$ cat config.mk
export PLATFORM = sky130hd
export DESIGN_NAME = pwm_array
export DESIGN_NICKNAME = d
export VERILOG_FILES = /design/src/rtl/pwm_array.sv
export SDC_FILE = /design/constraint.sdc
export NUM_CORES = 1
export LEC_CHECK = 0
export ABC_AREA = 1
export CAP_MARGIN = 10
export CORE_MARGIN = 5
export CORE_UTILIZATION = 43
export CTS_CLUSTER_DIAMETER = 40
export DETAILED_ROUTE_END_ITERATION = 6
export PLACE_DENSITY = 0.64
export SLEW_MARGIN = 10
export SYNTH_ARGS = -nofsm -noshare
export SYNTH_HDL_FRONTEND = slang
export SYNTH_SLANG_ARGS = --single-unit
export TNS_END_PERCENT = 10
$ cat constraint.sdc
create_clock -name clk -period 3.4 [get_ports clk]
set_clock_uncertainty 0.05 [all_clocks]
set_input_delay 0.68 -clock clk [delete_from_list [all_inputs] [get_ports clk]]
set_output_delay 0.68 -clock clk [all_outputs]
set_load 0.05 [all_outputs]
$ cat src/rtl/pwm_array.sv
// Multi-channel PWM generator sharing one counter, with shadowed duty/period registers
// that take effect only at period boundaries. Define PWM_ARRAY_CENTER_EN for center-aligned mode.
module pwm_array #(
  parameter int R_SIZE = 8,
  parameter int CH     = 4,
  localparam int CSW   = (CH > 1) ? $clog2(CH) : 1
) (
  input  logic              clk,
  input  logic              rst,
  input  logic              enable,
  input  logic              load,
  input  logic [CSW-1:0]    ch_sel,
  input  logic [R_SIZE-1:0] duty,
  input  logic              load_period,
  input  logic [R_SIZE-1:0] period,
  input  logic              mode,
  output logic [CH-1:0]     pwm,
  output logic              cycle_start
);

  logic [R_SIZE-1:0] cnt;
  logic [R_SIZE-1:0] cnt_n;
  logic [R_SIZE-1:0] act_p;
  logic [R_SIZE-1:0] shd_p;
  logic [R_SIZE-1:0] eff_p;
  logic [R_SIZE-1:0] act_duty [CH];
  logic [R_SIZE-1:0] shd_duty [CH];
  logic [CH-1:0]     pwm_n;
  logic              boundary;

  // The counter sits at 0 exactly once per period, and also while disabled,
  // so the first enabled cycle after reset or re-enable is a boundary too.
  assign boundary = enable && (cnt == {R_SIZE{1'b0}});
  // In the boundary cycle the new period already runs on the shadow values.
  assign eff_p    = boundary ? shd_p : act_p;

  // Shadow registers: written at any time, even while disabled.
  always_ff @(posedge clk or posedge rst) begin
    if (rst) begin
      shd_p <= {R_SIZE{1'b0}};
      for (int i = 0; i < CH; i++) shd_duty[i] <= {R_SIZE{1'b0}};
    end else begin
      if (load_period) shd_p <= period;
      for (int i = 0; i < CH; i++) begin
        if (load && (ch_sel == CSW'(i))) shd_duty[i] <= duty;
      end
    end
  end

  // Active registers: copied from the shadows at each boundary only.
  always_ff @(posedge clk or posedge rst) begin
    if (rst) begin
      act_p <= {R_SIZE{1'b0}};
      for (int i = 0; i < CH; i++) act_duty[i] <= {R_SIZE{1'b0}};
    end else if (boundary) begin
      act_p <= shd_p;
      for (int i = 0; i < CH; i++) act_duty[i] <= shd_duty[i];
    end
  end

`ifdef PWM_ARRAY_CENTER_EN
  logic act_mode;
  logic eff_mode;
  logic dir_down;
  logic dir_down_n;

  assign eff_mode = boundary ? mode : act_mode;

  // Next count: edge wraps after P; center turns around at P and returns to 0.
  always_comb begin
    cnt_n      = cnt;
    dir_down_n = dir_down;
    if (!enable || (eff_p == {R_SIZE{1'b0}})) begin
      cnt_n      = {R_SIZE{1'b0}};
      dir_down_n = 1'b0;
    end else if (eff_mode) begin
      if (!dir_down) begin
        if (cnt == eff_p) begin
          cnt_n      = eff_p - R_SIZE'(1);
          dir_down_n = (eff_p != R_SIZE'(1));
        end else begin
          cnt_n      = cnt + R_SIZE'(1);
          dir_down_n = 1'b0;
        end
      end else begin
        cnt_n      = cnt - R_SIZE'(1);
        dir_down_n = (cnt != R_SIZE'(1));
      end
    end else begin
      cnt_n      = (cnt == eff_p) ? {R_SIZE{1'b0}} : cnt + R_SIZE'(1);
      dir_down_n = 1'b0;
    end
  end

  // Counter, direction and active mode registers.
  always_ff @(posedge clk or posedge rst) begin
    if (rst) begin
      cnt      <= {R_SIZE{1'b0}};
      dir_down <= 1'b0;
      act_mode <= 1'b0;
    end else begin
      cnt      <= cnt_n;
      dir_down <= dir_down_n;
      if (boundary) act_mode <= mode;
    end
  end
`else
  logic unused_mode;
  assign unused_mode = mode;

  // Next count: edge-aligned only, wrapping after P.
  always_comb begin
    cnt_n = cnt;
    if (!enable || (eff_p == {R_SIZE{1'b0}})) begin
      cnt_n = {R_SIZE{1'b0}};
    end else if (cnt == eff_p) begin
      cnt_n = {R_SIZE{1'b0}};
    end else begin
      cnt_n = cnt + R_SIZE'(1);
    end
  end

  // Counter register.
  always_ff @(posedge clk or posedge rst) begin
    if (rst) begin
      cnt <= {R_SIZE{1'b0}};
    end else begin
      cnt <= cnt_n;
    end
  end
`endif

  // Per-channel compare against the duty that governs the current period.
  always_comb begin
    pwm_n = {CH{1'b0}};
    for (int i = 0; i < CH; i++) begin
      pwm_n[i] = enable && (cnt < (boundary ? shd_duty[i] : act_duty[i]));
    end
  end

  // Registered outputs.
  always_ff @(posedge clk or posedge rst) begin
    if (rst) begin
      pwm         <= {CH{1'b0}};
      cycle_start <= 1'b0;
    end else begin
      pwm         <= pwm_n;
      cycle_start <= boundary;
    end
  end

endmodule

==> results of run 1 <==
## synth_stat cells, drive strengths merged
cell type / instances
a211oi: 3
a21oi: 9
and2: 4
buf: 6
clkbuf: 9
dfrtp: 93
ha: 30
inv: 106
nand2: 135
nand3: 46
nand3b: 4
nand4: 1
nor2: 22
nor3: 1
o211ai: 1
o21ai: 68
or2: 15
xor2: 6
## cells by family after synthesis
family	count (synthesis)	synth area share, %
XOR/XNOR	6	1.12
adder cells (fa/ha/maj)	30	8.02
AND/OR/NAND/NOR	228	22.1
buffers and inverters	121	10.2
AO/OA/AOI/OAI	81	8.87
flip-flops	93	49.7
## power by group
group / internal (W) / total (W) / switching [W]
sequential: 0.00131 / 0.00139 / 0.0000858
clock: 0.000412 / 0.000789 / 0.000377
combinational: 0.000275 / 0.000696 / 0.000421
total: 0.00199 / 0.00288 / 0.000884
## per-layer routing
layer	vias to the layer above	wire length (µm)	track usage, %	part of all wire (%)
li1	1817	-	-	-
met4	0	291	7.44	2.9
met1	1641	4910	22.8	50
met5	-	0	0	0
met3	19	284	2.48	2.9
met2	57	4430	25.7	45
## cell usage in the layout (no fill, tap or decap), drive strengths merged, types with 6 or more instances in the layout
master / n
or2: 15
clkdlybuf4s50: 27
buf: 10
inv: 105
nor2: 22
clkbuf: 11
o21ai: 68
nand3: 46
nand2: 135
xor2: 6
a21oi: 9
ha: 30
dfrtp: 93
## area by class of cell
cell class,count,share of cell area (%)
sequential,93,43.7
tap,140,3.29
multi-input combinational,345,35.2
clock inverter,5,1.41
timing repair buffer,37,6.48
inverter,106,7.49
clock buffer,11,2.47
## stage by stage
| stage | worst slack (ns) | utilization (%) | hold WS, ns | cell area (µm²) |
|---|---|---|---|---|
| after global placement | 0.428 | 47.7 | 0.418 | 5120 |
| after global routing | 0.494 | 49.6 | 0.471 | 5330 |
| after floorplan | 0.250 | - | 0.398 | 4680 |
| final | 0.740 | 49.6 | 0.444 | 5330 |
| after CTS | 0.741 | 49.6 | 0.448 | 5330 |
| after detailed placement | 0.392 | 47.7 | 0.426 | 5120 |
## how the worst max path moves through the flow
stage	depth (start not counted)	slack, ns	end
5_1_grt	14	0.49	pwm[2]
4_1_cts	13	0.74	pwm[1]
6_report	11	0.74	pwm[2]
3_3_place_gp	10	0.43	pwm[3]
2_1_floorplan	1	0.25	act_duty[0]
3_5_place_dp	10	0.39	pwm[2]
## state kept, by name, indices dropped and copies added, names as in the netlist
register,cells
act_p,8
pwm,4
shd_duty,32
shd_p,8
cycle_start,1
act_duty,32
cnt,8
## worst register-to-register path, cell delays in order (launching register included)
cell and delay, ns:
dfrtp_1 0.42, inv_1 0.23, ha_1 0.19, nand2_1 0.08, nor2_4 0.12, nand2_2 0.07, buf_4 0.27, o21ai_0 0.33
ha_1 0.31, a211oi_1 0.24, nand3_1 0.11, a21oi_1 0.16
==> summary.md, run 1 <==
| Metric | Value |
|---|---|
| Area grow syn2layout | `13.8%` |
| Die Footprint | `13,100 µm²` |
| Yosys warning count | `0` |
| Worst slew margin | `48.9%` |
| Row count | `38` |
| Die H | `114 µm` |
| PwrDens | `540 nW/µm²` |
| Max Cap Viol | `0` |
| Number of port buffers | `27` |
| RR Endpoint | `pwm[2]` |
| Arr. time, crit path | `2.88 ns` |
| Storage cell area | `~2300 µm²` |
| Total CTS buffers | `9` |
| Post-route minimum period | `2.66 ns` |
| Crit end category | `register` |
| Worst vdd ir | `0.201 mV` |
| Worst-path fanout max | `45` |
| Antenna cells | `0` |
| Ports | `29` |
| Vias in the first global route | `roughly 3,600` |
| Worst-Skew Late Latency | `0.35 ns` |
| Most used cell, CP | `ha_1` |
| Worst setup SP type | `register` |
| CP max stage delay | `between 0.4 and 0.5 ns` |
| Crit path launch | `cnt[0]` |
| Die W | `~110 µm` |
| CTS Sinks | `93` |
| Setup TNS | `0 ns` |
| Post-CTS Setup Inserts | `0` |
| Initial antenna violation count | `0` |
| Static leakage | `2.81 nW` |
| Cell variety after synth | `26` |
| Post-synth top area share | `roughly half` |
| Cts hold-fix bufs | `0` |
| Placed insts | `721` |
| Core Region | `10,700 µm²` |
| Worst Path Buf+Inv | `2` |
| R2r worst-path depth | `11` |
| Outcome | `finished clean` |
| Largest cells by area after synthesis | `dfrtp_1 50%, nand2_1 10%, inv_1 8.3%` |
| Starting density of the core | `43.6%` |
| Worst Hold End | `shd_duty[13]` |
| Layout cells sized above 1 | `9.21%` |
| Worst-Margin Slew | `0.766 ns` |
| Highest clock rate | `between 300 and 400 MHz` |
| Clk slew on worst S/H paths | `about 0.090 ns` |
| Sequential share of the synthesized area | `49.7%` |
| R2r setup slk | `0.74 ns` |
| Cell area after synthesis | `between 4000 and 5000 µm²` |
| Final Cycle Share | `78.2%` |
| PostCTS Resize Cnt | `0` |
| Fillers | `approximately 1,100` |
| Final Non-Filler Cells | `737` |
| DRC | `0` |
| CTS Root Cell | `clkbuf_8` |
| Synthesized instance count | `between 500 and 600` |
| Yosys reg bits | `93` |
| Mean Syn Cell Area | `8.37 µm²` |
| Reg2reg start | `cnt[0]` |
| Routed Antenna Nets | `0` |
| Total GRT Usage | `about 16%` |
| Final Hold Violating Endpoints | `0` |
| H-tree level count | `3` |
| Worst Path Required | `3.62 ns` |
| Min-Delay Path Class | `register to register` |
| Family with the most delay on the worst path | `compound AO/OA/AOI/OAI gates` |
| Area leader, netlist | `dfrtp_1` |
| Detailed Route WL | `9910 µm` |
| Hold depth | `2` |
| Synthesized Nets | `613` |
| First-pass GRT wire length | `17,100 µm` |
| Gpl congestion | `0.850` |
| # nets final | `646` |
| Via Count | `3,534` |
| DRT iter0 DRCs | `~180` |
| RSZ-0062 raised after global routing | `false` |
| Critical-path cell list | `inv_1, ha_1, nand2_1, nor2_4, nand2_2, buf_4, o21ai_0, ha_1, a211oi_1, nand3_1, a21oi_1` |
| Hold Startpoint | `shd_duty[13]` |
| Area of the multi-input gates | `1880 µm²` |
| WS Path Type | `register to register` |
| Tot Pwr | `0.00288 W` |
| Setup violations, final | `0` |
| CTS Buffer Depth | `2` |
| Routed len/inst | `13.5 µm` |
| Slew Limit Fails | `0` |
| DRT Pass-1 Iters | `4` |
| Detailed placement HPWL | `7190 µm` |
| Largest net degree at the start of global routing | `46` |
| Slowest cell on crit path | `dfrtp_1` |
| DR vias/cell | `4.80` |
| CTS tree | `built` |
| Remaining global-route overflow | `0` |
Note: power is estimated with default switching activity, not from simulation.
==> run 2, diff against run 1 <==
- clock period: 3.4 -> 2.7 ns (I/O delays scaled with it)
==> summary.md, run 2 (synthesis results as in run 1) <==
| Metric | Value |
|---|---|
| DR vias/cell | `between 4 and 5` |
| Final worst slack | `0.244 ns` |
| Detailed placement HPWL | `7260 µm` |
| Die H | `around 110 µm` |
| Row count | `38` |
| M2 GR Usage | `25.1%` |
| GR Layer Usage met3 | `3.86%` |
| Total CTS buffers | `9` |
| Detailed Route WL | `slightly below 10,000 µm` |
| Final Hold Violating Endpoints | `0` |
| GR peak layer | `met2` |
| Gpl congestion | `0.809` |
| Worst Path Required | `2.93 ns` |
| Total GRT Usage | `16.0%` |
| Worst Path Buf+Inv | `4` |
| Post-route minimum period | `2.46 ns` |
| Remaining global-route overflow | `0` |
| Family with the most delay on the worst path | `simple AND/OR/NAND/NOR gates` |
| Placed insts | `736` |
| Largest regs | `act_duty (32), shd_duty (32)` |
| Critical-path cell list | `inv_1, ha_1, nand2_1, nor2_4, nand2_4, inv_1, buf_4, or2_2, o21ai_0, ha_1, nand2_1, inv_1, nand3_1, nand3_1, a21oi_1` |
| Final Cycle Share | `between 90% and 100%` |
| Crit end category | `register` |
| Setup violations, final | `0` |
| Vias in the first global route | `3,450` |
| WS Path Type | `register to register` |
| CTS Sinks | `slightly above 90` |
| Most used cell, CP | `inv_1` |
| Antenna cells | `0` |
| Via Count | `between 3,000 and 4,000` |
| DP Area | `around 5300 µm²` |
| Routed len/inst | `13.0 µm` |
| Worst setup SP type | `register` |
| Slowest cell on crit path | `dfrtp_1` |
| Worst-path fanout max | `5` |
| CTS Buffer Depth | `2` |
| CTS Root Cell | `clkbuf_8` |
| Min-Delay Path Class | `register to register` |
| Pre-CTS WS | `-0.170 ns` |
| # nets final | `663` |
| Highest clock rate | `407 MHz` |
| DRT iter0 DRCs | `193` |
| RSZ-0062 raised after global routing | `false` |
| Number of port buffers | `27` |
| Reg2reg start | `cnt[0]` |
| Arr. time, crit path | `between 2 and 3 ns` |
| Hold slack | `0.441 ns` |
| Die Footprint | `13,100 µm²` |
| CP max stage delay | `0.41 ns` |
| Core Region | `10,700 µm²` |
| Starting density of the core | `43.6%` |
| Final Instance Area | `5520 µm²` |
| Layout cells sized above 1 | `12.5%` |
| Layout Utilization | `51.3%` |
| DRC | `0` |
| Largest net degree at the start of global routing | `80` |
| Hold Startpoint | `shd_duty[31]` |
| Routed Antenna Nets | `0` |
| M1 GR Usage | `21.5%` |
| Slew Limit Fails | `0` |
| Ports | `29` |
| Commonest non-fill, non-tap cell in the layout | `nand2_1` |
| Final Non-Filler Cells | `754` |
| Most frequent cells in the layout | `125 x nand2_1, 103 x inv_1, 93 x dfrtp_1` |
| Worst vdd ir | `0.248 mV` |
| Clk slew on worst S/H paths | `approximately 0.090 ns` |
| Initial antenna violation count | `0` |
| Cts hold-fix bufs | `0` |
| Worst-Margin Slew | `0.562 ns` |
| Crit path launch | `cnt[0]` |
| Area grow syn2layout | `17.9%` |
| Fillers | `1,052` |
| CTS tree | `built` |
| Max Cap Viol | `0` |
| Worst-Skew Late Latency | `0.37 ns` |
| First-pass GRT wire length | `16,600 µm` |
| Outcome | `finished clean` |
| DRT Pass-1 Iters | `4` |
| Static leakage | `between 2 and 3 nW` |
| Die W | `114 µm` |
| Worst slew margin | `between 60% and 70%` |
| H-tree level count | `3` |
| PwrDens | `668 nW/µm²` |
[run 2: cell types whose count changed in the layout (fill, tap and decap cells not counted), moves of 2 or more]
cell	change
clkbuf_8	+2
clkbuf_1	-2
buf_4	+14
buf_12	+3
a21oi_2	+2
clkinv_2	-2
a21oi_1	-2
[run 2: worst paths after layout]
check / endpoint / slack (ns) / cells past startpoint
worst max-delay path: pwm[1] / 0.24 / 15
worst min register to register: shd_duty[31] / 0.44 / 2
min in group asynchronous: act_p[7] / 0.46 / 2
worst max register to register: pwm[1] / 0.24 / 15
worst min-delay path: shd_duty[31] / 0.44 / 2
max in group asynchronous: pwm[2] / 1.43 / 3
[run 2: worst reg2reg max path, cell delays in order (launching register included)]
cell,delay (ns)
dfrtp_1,0.41
inv_1,0.07
ha_1,0.20
nand2_1,0.11
nor2_4,0.06
nand2_4,0.10
inv_1,0.11
buf_4,0.16
or2_2,0.26
o21ai_0,0.12
ha_1,0.30
nand2_1,0.09
inv_1,0.06
nand3_1,0.07
nand3_1,0.07
a21oi_1,0.13
[run 2: where the power goes]
part	switching (W)	internal (W)	leakage [nW]
registers	0.0000993	0.00165	1.14
logic	0.000563	0.000400	1.67
clock network	0.000494	0.000481	0.110
[run 2: metrics by stage]
| step | power [W] | setup TNS [ns] |
|---|---|---|
| floorplan | 0.00242 | 0 |
| global placement | 0.00269 | -0.562 |
| detailed placement | 0.00274 | -0.553 |
| CTS | 0.00371 | 0 |
| global route | 0.00395 | 0 |
| finish | 0.00368 | 0 |
[run 2: what timing repair did]
| action | 4_1_cts | 5_1_grt |
|---|---|---|
| endpoints found under the hold margin | 0 | 0 |
| setup buffers | 0 | 2 |
| endpoints found under the setup margin | 0 | 3 |
| gates resized for setup | 0 | 4 |
[run 2: metal layers]
layer | vias up | routed length (µm)
li1 | 1840 | -
met1 | 1670 | 4640
met2 | 69 | 4490
met3 | 19 | 390
met4 | 0 | 257
met5 | - | 0
[run 2: layout make-up]
class	instances	area, µm²	area share, %
Clock buffer	11	151	2.74
Clock inverter	5	57.6	1.04
Inverter	106	402	7.28
Multi-Input combinational cell	345	1890	34.3
Sequential cell	93	2330	42.2
Tap cell	140	175	3.18
Timing Repair Buffer	54	510	9.25
==> run 3, diff against run 2 <==
- ABC_AREA: 1 -> not set
==> summary.md, run 3 <==
| Metric | Value |
|---|---|
| Outcome | `finished clean` |
| H-tree level count | `3` |
| Starting density of the core | `43.6%` |
| Total CTS buffers | `9` |
| Most frequent cells in the layout | `93 x dfrtp_1, 79 x nand2_1, 40 x mux2_2` |
| WP depth | `11` |
| Die Footprint | `12,500 µm²` |
| Antenna cells | `0` |
| R2r setup slk | `0.08 ns` |
| Sequential share of the synthesized area | `52.2%` |
| FFs w/ async S/R, synth | `between 90% and 100%` |
| CP endpoint | `pwm[3]` |
| Die H | `112 µm` |
| Post-route minimum period | `2.62 ns` |
| Max Cap Viol | `0` |
| Initial antenna violation count | `0` |
| Reg2reg start | `cnt[0]` |
| Post-synth top area share | `52.2%` |
| Cell variety after synth | `40` |
| Routed Antenna Nets | `0` |
| Final Cycle Share | `97.0%` |
| M2 GR Usage | `~28%` |
| Area leader, netlist | `dfrtp_1` |
| Slowest cell on crit path | `dfrtp_1` |
| GR peak layer | `met2` |
| Core Region | `10,200 µm²` |
| Row count | `37` |
| Ports | `29` |
| Number of port buffers | `27` |
| CTS Root Cell | `clkbuf_8` |
| Highest clock rate | `382 MHz` |
| Hold slack | `0.429 ns` |
| DRT iter0 DRCs | `between 100 and 150` |
| Setup violations, final | `0` |
| Final Hold Violating Endpoints | `0` |
| WS Path Type | `register to register` |
| Worst vdd ir | `0.353 mV` |
| R2r worst-path depth | `11` |
| DRC | `0` |
| Min-Delay Path Class | `register to register` |
| CTS Sinks | `between 90 and 100` |
| RR Endpoint | `pwm[3]` |
| Tot Pwr | `between 0.004 and 0.005 W` |
| Fillers | `909` |
| Worst Path Buf+Inv | `2` |
| Family with the most delay on the worst path | `simple AND/OR/NAND/NOR gates` |
| Worst setup SP type | `register` |
| Via Count | `3,117` |
| Die W | `around 110 µm` |
| DRT Pass-1 Iters | `4` |
| CTS tree | `built` |
| Commonest non-fill, non-tap cell in the layout | `dfrtp_1` |
| Worst-Margin Slew | `just over 0.7 ns` |
| Most common library cells after synthesis | `93 x dfrtp_1, 80 x nand2_1, 40 x inv_1, 40 x mux2_2, 30 x ha_1` |
| Synth Flop Type | `dfrtp_1` |
| DR vias/cell | `5.08` |
| Detailed Route WL | `10,200 µm` |
| Largest regs | `act_duty (32), shd_duty (32)` |
| RSZ-0062 raised after global routing | `true` |
| Worst-path fanout max | `7` |
| Synthesized Nets | `456` |
| Mean Syn Cell Area | `11.1 µm²` |
| Routed len/inst | `16.5 µm` |
| Worst slew margin | `around half` |
| Final Instance Area | `5570 µm²` |
| Gpl congestion | `0.854` |
| M1 GR Usage | `22.7%` |
| GR Layer Usage met3 | `3.42%` |
| First-pass GRT wire length | `16,900 µm` |
| Arr. time, crit path | `about 2.8 ns` |
| Layout cells sized above 1 | `25.1%` |
| Yosys warning count | `0` |
| Vias in the first global route | `3,263` |
| Clk slew on worst S/H paths | `approximately 0.090 ns` |
| Final Non-Filler Cells | `614` |
| Crit path launch | `cnt[0]` |
| Pre-CTS WS | `-0.596 ns` |
| CP max stage delay | `0.40 ns` |
| Final worst slack | `~0.08 ns` |
| Largest net degree at the start of global routing | `31` |
| Cell area after synthesis | `4460 µm²` |
| Slew Limit Fails | `0` |
| Critical-path cell list | `inv_2, ha_4, nor4b_4, nand2_4, clkbuf_16, mux2i_4, ha_1, a21o_1, nand2_1, nand3b_1, a2111oi_2` |
| PwrDens | `855 nW/µm²` |
| Worst Path Required | `2.90 ns` |
| # nets final | `527` |
| Worst-Skew Late Latency | `0.36 ns` |
| Most frequent cell after synthesis | `dfrtp_1` |
| Synthesized instance count | `roughly 400` |
| Post-synth EDFFs | `0` |
| Crit end category | `register` |
| Placed insts | `593` |
| CTS Buffer Depth | `2` |
| Static leakage | `2.74 nW` |
| Total GRT Usage | `17.0%` |
| DP Area | `5170 µm²` |
| Remaining global-route overflow | `0` |
| Largest cells by area after synthesis | `dfrtp_1 52%, mux2_2 10%, ha_1 8.4%` |
| Detailed placement HPWL | `7000 µm` |
| Yosys reg bits | `93` |
| Area grow syn2layout | `24.9%` |
[run 3: cell types whose count changed after synthesis, sizes merged, moves of 6 or more]
cell	change
xnor2	+7
mux2	+42
nor2b	+7
mux2i	+13
nand2	-54
nor2	-12
nand3	-37
or2	-15
inv	-66
a21o	+6
o21ai	-61
[run 3: cell families after synthesis]
logic type,after synthesis,synth area share [%]
simple gates,131,14.1
compound gates,36,6.03
xor+xnor,8,1.57
flops,93,52.2
buf+inv,49,4.15
fa+ha+maj,30,8.42
mux,55,13.5
[run 3: where the power goes]
group          internal (W)  switching [W]  total [W]
combinational      0.000907       0.000958    0.00186
sequential          0.00181       0.000214    0.00202
clock              0.000367       0.000506   0.000873
total               0.00308        0.00168    0.00476
[run 3: stage by stage]
stage | util [%] | setup TNS (ns)
6_report | 54.4 | 0
5_1_grt | 54.4 | -0.100
4_1_cts | 52.6 | -0.0201
3_5_place_dp | 50.5 | -3.70
3_3_place_gp | 50.5 | -3.25
2_1_floorplan | - | -0.877
[run 3: cell type report]
cell class / count / area (µm²) / area share, %
Clock buffer: 10 / 138 / 2.47
Timing Repair Buffer: 67 / 646 / 11.6
Tap cell: 136 / 170 / 3.05
Clock inverter: 6 / 45.0 / 0.809
Timing Repair inverter: 1 / 6.26 / 0.112
Inverter: 41 / 165 / 2.96
Sequential cell: 93 / 2330 / 41.8
Multi-Input combinational cell: 260 / 2070 / 37.2
[run 3: worst reg2reg max path, cell delays in order, from the launching register on]
cell	delay [ns]
dfrtp_1	0.40
inv_2	0.08
ha_4	0.11
nor4b_4	0.28
nand2_4	0.20
clkbuf_16	0.22
mux2i_4	0.18
ha_1	0.31
a21o_1	0.16
nand2_1	0.05
nand3b_1	0.12
a2111oi_2	0.36
[run 3: worst min path at each step]
stage,end,from,slack (ns),cells past startpoint
6_report,act_duty[22],act_duty[22],0.43,2
5_1_grt,act_duty[28],act_duty[28],0.45,2
4_1_cts,act_duty[20],act_duty[20],0.43,2
3_5_place_dp,act_duty[27],act_duty[27],0.41,2
3_3_place_gp,act_duty[19],act_duty[19],0.41,2
2_1_floorplan,act_duty[15],act_duty[15],0.39,2
[run 3: what timing repair did]
action,CTS,global route
gates resized for setup,9,26
endpoints found under the setup margin,3,4
endpoints found under the hold margin,0,0
hold buffers,0,0
setup buffers,0,2
gates cloned,0,3
pin swaps,0,8
[run 3: metal layers]
layer | part of all wire, % | routed length, µm
met1 | 47 | 4780
met2 | 48 | 4910
met3 | 3.4 | 341
met4 | 1.2 | 123
met5 | 0 | 0
